==> config.mk <==
export PLATFORM = sky130hd
export DESIGN_NAME = apb_completer_mem
export DESIGN_NICKNAME = d
export VERILOG_FILES = /design/src/rtl/apb_pkg.sv /design/src/rtl/apb_regfile.sv /design/src/rtl/apb_completer_mem.sv
export SDC_FILE = /design/constraint.sdc
export NUM_CORES = 2
export LEC_CHECK = 0
export CORE_UTILIZATION = 40
export DETAILED_ROUTE_END_ITERATION = 7
export GPL_TIMING_DRIVEN = 1
export PLACE_DENSITY = 0.52
export SLEW_MARGIN = 20
export SYNTH_ARGS = -nofsm -noshare
export SYNTH_HDL_FRONTEND = slang
export SYNTH_SLANG_ARGS = --single-unit
==> constraint.sdc <==
create_clock -name pclk -period 3.38 [get_ports pclk]
set_input_delay 0.338 -clock pclk [delete_from_list [all_inputs] [get_ports pclk]]
set_output_delay 0.338 -clock pclk [all_outputs]
set_load 0.005 [all_outputs]
==> src/rtl/apb_pkg.sv <==
// -----------------------------------------------------------------------------
// apb_pkg
// Shared types and helpers for the APB completer slice.
//   APB_AW / APB_DW : default address / data widths of the APB leg
//   CNT_W           : width of the wait-state counter (0..15 wait states)
//   apb_state_e     : completer FSM states
//   apb_req_s       : request captured at the end of the setup phase
//   access_err()    : out-of-range / write-protect decode
// -----------------------------------------------------------------------------
package apb_pkg;

    localparam int APB_AW = 9;
    localparam int APB_DW = 8;
    localparam int CNT_W  = 4;

    typedef enum logic [1:0] {
        IDLE,
        SETUP,
        ACCESS
    } apb_state_e;

    // Sized by the package widths; the completer's AW/DW must match them.
    typedef struct packed {
        logic [APB_AW-1:0] addr;
        logic [APB_DW-1:0] data;
        logic              write;
    } apb_req_s;

    // The full address is compared, so addresses above DEPTH never alias
    // onto implemented locations.
    function automatic logic access_err(
        input logic [APB_AW-1:0] addr,
        input logic              write,
        input int                depth,
        input int                ro_base
    );
        logic [31:0] a;
        a = 32'(addr);
        return (a >= 32'(depth)) || (write && (a >= 32'(ro_base)));
    endfunction

endpackage

==> src/rtl/apb_regfile.sv <==
// -----------------------------------------------------------------------------
// apb_regfile
// DEPTH x DW flop-based storage with asynchronous clear, one synchronous
// write port and one combinational read port.
//   pclk, presetn : clock, async active-low reset (clears every word)
//   we_i          : write enable
//   waddr_i       : write index
//   wdata_i       : write data
//   raddr_i       : read index
//   rdata_o       : read data (combinational from raddr_i)
// -----------------------------------------------------------------------------
module apb_regfile #(
    parameter int DEPTH = 256,
    parameter int DW    = 8,
    parameter int IW    = 8
) (
    input  logic          pclk,
    input  logic          presetn,
    input  logic          we_i,
    input  logic [IW-1:0] waddr_i,
    input  logic [DW-1:0] wdata_i,
    input  logic [IW-1:0] raddr_i,
    output logic [DW-1:0] rdata_o
);

    logic [DW-1:0] mem_q [DEPTH];

    // NOTE: the storage is built from flops rather than a RAM macro precisely
    // so every word can be cleared by the asynchronous reset; a RAM-inferred
    // array must not appear in a reset branch.
    always_ff @(posedge pclk or negedge presetn) begin
        if (!presetn) begin
            for (int i = 0; i < DEPTH; i++) begin
                mem_q[i] <= '0;
            end
        end else if (we_i) begin
            // NOTE: non-blocking assignment for all clocked state, so every
            // flop samples pre-edge values regardless of block ordering.
            mem_q[waddr_i] <= wdata_i;
        end
    end

    assign rdata_o = mem_q[raddr_i];

endmodule

==> src/rtl/apb_completer_mem.sv <==
// -----------------------------------------------------------------------------
// apb_completer_mem
// APB3 completer backed by apb_regfile, with WAIT wait states per transfer and
// PSLVERR on out-of-range or write-protected accesses.
//   pclk, presetn : APB clock, async active-low reset
//   psel, penable : select and access-phase strobe from the bridge
//   pwrite        : 1 = write, 0 = read
//   paddr, pwdata : byte address and write data
//   pready        : transfer complete
//   prdata        : read data, non-zero only while pready on a good read
//   pslverr       : error response, only while pready
//
// State naming: the FSM can only see a setup phase at the edge that ends it,
// so SETUP is the first bus access cycle after the request was captured and
// ACCESS covers any further (wait-state) cycles. With WAIT=0 a transfer
// completes straight out of SETUP, giving true zero-wait APB timing.
// All outputs decode registered state only; none depends on the inputs.
// -----------------------------------------------------------------------------
module apb_completer_mem
    import apb_pkg::*;
#(
    parameter int AW      = APB_AW,
    parameter int DW      = APB_DW,
    parameter int DEPTH   = 256,
    parameter int WAIT    = 0,
    parameter int RO_BASE = DEPTH
) (
    input  logic          pclk,
    input  logic          presetn,
    input  logic          psel,
    input  logic          penable,
    input  logic          pwrite,
    input  logic [AW-1:0] paddr,
    input  logic [DW-1:0] pwdata,
    output logic          pready,
    output logic [DW-1:0] prdata,
    output logic          pslverr
);

    localparam int               IW     = (DEPTH > 1) ? $clog2(DEPTH) : 1;
    localparam logic [CNT_W-1:0] WAIT_C = CNT_W'(WAIT);

    apb_state_e       state_q;
    logic [CNT_W-1:0] cnt_q;
    apb_req_s         req_q;

    logic          in_xfer;
    logic          err;
    logic          we;
    logic [IW-1:0] idx;
    logic [DW-1:0] rdata;

    // ------------------------------------------------------------------------
    // FSM, wait counter and request capture
    // ------------------------------------------------------------------------
    always_ff @(posedge pclk or negedge presetn) begin
        if (!presetn) begin
            state_q <= IDLE;
            cnt_q   <= '0;
            req_q   <= '0;
        end else begin
            case (state_q)
                IDLE: begin
                    // penable without a preceding setup phase is ignored.
                    if (psel && !penable) begin
                        state_q <= SETUP;
                        cnt_q   <= WAIT_C;
                        req_q   <= '{addr: paddr, data: pwdata, write: pwrite};
                    end
                end
                SETUP, ACCESS: begin
                    if (!psel) begin
                        // Requester walked away: abort, nothing committed.
                        state_q <= IDLE;
                    end else if (penable) begin
                        if (cnt_q == '0) begin
                            // Completion edge; the write commits via we.
                            state_q <= IDLE;
                        end else begin
                            cnt_q   <= cnt_q - 1'b1;
                            state_q <= ACCESS;
                        end
                    end
                    // psel with penable low: hold until the access phase.
                end
                default: state_q <= IDLE;
            endcase
        end
    end

    // ------------------------------------------------------------------------
    // Registered-state decodes
    // ------------------------------------------------------------------------
    assign in_xfer = (state_q != IDLE);
    assign err     = access_err(req_q.addr, req_q.write, DEPTH, RO_BASE);
    assign idx     = req_q.addr[IW-1:0];

    assign pready  = in_xfer && (cnt_q == '0);
    assign pslverr = pready && err;
    assign prdata  = (pready && !req_q.write && !err) ? rdata : '0;

    // Errored writes never reach the storage.
    assign we = pready && psel && penable && req_q.write && !err;

    apb_regfile #(
        .DEPTH (DEPTH),
        .DW    (DW),
        .IW    (IW)
    ) u_regfile (
        .pclk    (pclk),
        .presetn (presetn),
        .we_i    (we),
        .waddr_i (idx),
        .wdata_i (req_q.data),
        .raddr_i (idx),
        .rdata_o (rdata)
    );

endmodule
==> flow_metrics.tcl <==
set metrics [dict create \
    violations "negative setup slack" \
    ys_warn_count 0 \
    drc 0 \
    fin_cells 10200 \
    pin_count 32 \
    p_per_area_mw_per_mm2 663 \
    slowest_stage "o41ai_4" \
    hpwl_mm 186 \
    ys_types 58 \
    setup.worst_path.start_class "flip-flop" \
    rows 177 \
    synth-xor-area-share_pct 0.0185 \
    pwr-share-seq_pct 34.6 \
    fin_setup_tns_ps -8020 \
    p_sw_mw 26.3 \
    power_mw 76.1 \
    firstDrtPassIters 5 \
    skew_ps 69.4 \
    cts-root-buf "clkbuf_16" \
    synth_edf_count 0 \
    nNetsFinal 6911 \
    synth_area_leaders "dfrtp_1 (55%), mux2_2 (23%), mux4_2 (9.4%)" \
    clkTransAtPathRegs_ps 60 \
    cts_made_buffers 227 \
    rsz0062_at_grt "true" \
    async_reset_ff_share_pct 100 \
    vias_per_cell 5.63 \
    antenna_found_initial 7 \
    cp_data_arrival_time_ps 4180 \
    finalWeightedCongestion 0.862 \
    drtIter0Drc 3689 \
    synth-seq-cells 2072 \
    crit_chain "buf_12 > buf_16 > buf_4 > mux4_2 > and3_1 > a21oi_2 > buf_4 > nand3_4 > o41ai_4 > buf_4 > nand4_1 > buf_2" \
    synth_common_cells "dfrtp_1 (2072), mux2_2 (1931), mux4_2 (394)" \
    synth_area_leader_cell "dfrtp_1" \
    num-fill-cells 20100 \
    muxShareOfSynthArea_pct 36.9 \
    worstSetupPathType "reg -> out" \
    synth_compound_area_share_pct 2.48 \
    grt_pass1_vias 61500 \
    synth_adder_area_share_pct 0.0530 \
    routedWlPerCell_um 27.7 \
    hp-class "in -> async" \
    pre_cts_ws_ps -1410 \
    drt-total-wl_mm 283 \
    floorplan.die_area_mm2 0.238 \
    die_y_um 488 \
    finalSetupViolCount 8 \
    fin_crit_ps 4520 \
    clk_latency_ps 880 \
    place_inst 9671 \
    cts.sinks 2072 \
    start_util_pct 40.4 \
    yosys.area_share.simple_pct 3.68 \
    cp-end-kind "primary output" \
    critical_path.max_fanout 6 \
    finalCritPeriodShare_pct 134 \
    cts_buffer_depth 3 \
    cpMostUsedCell "buf_4" \
    hold_viol_final 0 \
    yosysMostFrequentCell "dfrtp_1" \
    finalMaxSlewViolations 0 \
    yosys.area.top_type_share_pct 54.9 \
    pwr-share-clk_pct 33.5 \
    coreArea_mm2 0.234 \
    synth.net_count 6318 \
    p_int_mw 49.8 \
    slew_headroom_pct 31.1 \
    cts_tree "built" \
    synth_top_family_by_area "multiplexers" \
    power_frac_comb_pct 32.0 \
    grt_max_degree 146 \
    critPathMaxStageDelay_ps 510 \
    vdd_drop_max_mv 0.839 \
    power_leakage_nw 55.3 \
    die_w_um 488 \
    synth_cells 6292 \
    outcome "complete, but fails checks" \
    maxCapViolCount 0 \
    layout-drive-gt1-share_pct 54.0 \
    required_ps 3040 \
    gr-total-overflow 0 \
    syn2layout_area_growth_pct 21.7 \
    ant_nets 0 \
    num_vias 57500 \
    cts-htree-levels 4 \
    avgSynthCellArea_um2 15.0 \
    synth_area_mm2 0.0944 \
    seq_area_frac_synth_pct 54.9 \
    max_slew.worst_pin.slew_ps 1030 \
    grt_usage_pct 24.2 \
    timing.fmax_ghz 0.221 \
    grt_pass1_wl_mm 427 \
    switching_share_pct 34.5 \
    fin_ws_ps -1140 \
    ys.flop_type "dfrtp_1" \
    io_buffers 31 \
]
==> what timing repair did <==
item	4_1_cts	5_1_grt
pin swaps	73	49
setup endpoints to repair	8	110
hold buffers	1	0
buffers inserted	102	19
gates resized for setup	273	108
gates cloned	11	0
hold endpoints to repair	970	0
==> layout by cell type (no fill, tap or decap), types with 81 or more instances in the layout <==
master | synthesis | routed
buf_4 | 2 | 554
clkbuf_16 | 0 | 227
nor2_1 | 83 | 81
mux2_2 | 1931 | 1924
nand2_1 | 260 | 230
nand3_1 | 108 | 95
buf_12 | 0 | 173
mux2_1 | 160 | 160
mux2i_1 | 240 | 224
mux4_2 | 394 | 394
dfrtp_1 | 2072 | 2059
a22oi_1 | 187 | 135
==> worst paths after layout <==
path | depth (start not counted) | to | slack (ps) | start
hold / removal | 2 | u_regfile.mem_q[191] | 40 | presetn
hold reg to reg | 1 | u_regfile.mem_q[1064] | 490 | u_regfile.mem_q[1064]
min in group pclk | 2 | idx[2] | 70 | paddr[2]
setup / recovery | 12 | prdata[5] | -1140 | idx[0]
setup reg to reg | 13 | u_regfile.mem_q[555] | 80 | idx[1]
max in group asynchronous | 3 | u_regfile.mem_q[1457] | 1830 | presetn
==> flip-flops by register name, summed over array words and instances (netlist names) <==
register and flops:
u_regfile.mem_q 2048, idx 8, req_q 10, state_q 2
cnt_q 4
==> critical path, delay by kind of cell (launching register included) <==
family	cells	cell delay, ps
buffers and inverters	6	1080
AND/OR/NAND/NOR	3	670
AO/OA/AOI/OAI	2	620
flip-flops	1	500
multiplexers	1	400
==> final cells by class <==
class	instances	area, µm²	area share, %
multi-input cells	3743	42100	36.7
flip-flops and latches	2072	51900	45.2
diodes	3	7.51	0.00653
inverters	9	33.8	0.0294
well taps	3132	3920	3.41
clock buffers	334	6620	5.76
repair buffers	832	9180	7.99
clock inverters	83	1090	0.952
==> cell families after synthesis <==
| kind of cell | after synthesis |
|---|---|
| AOI/OAI and AO/OA | 318 |
| xor gates and xnor gates | 2 |
| adders and majority gates | 4 |
| buffers and inverters | 477 |
| DFF | 2072 |
| muxes | 2725 |
| and+or+nand+nor | 694 |
==> power groups by stage <==
stage	sequential, mW	combinational (mW)	clock (mW)
2_1_floorplan	25.8	11.1	0
3_3_place_gp	27.0	20.9	0
3_5_place_dp	26.9	21.2	0
4_1_cts	26.3	24.2	26.1
5_1_grt	26.4	25.6	27.1
6_report	26.3	24.3	25.5
==> through the flow <==
stage | utilization (%) | area (µm²) | hold slack [ps]
5_1_grt | 49.2 | 115000 | 20.7
3_3_place_gp | 44.6 | 104000 | 288
4_1_cts | 49.0 | 114000 | 0.747
3_5_place_dp | 44.6 | 104000 | 283
6_report | 49.2 | 115000 | 36.6
2_1_floorplan | - | 94400 | 42.4
==> routing by layer <==
| layer | vias to the layer above | global-route usage, % | share of wire [%] |
|---|---|---|---|
| li1 | 24700 | - | - |
| met1 | 31300 | 34.1 | 46 |
| met2 | 1054 | 38.7 | 47 |
| met3 | 407 | 3.21 | 3.8 |
| met4 | 2 | 7.54 | 3.3 |
| met5 | - | 0 | 0.0046 |
Power figures use the tool's default switching activity.
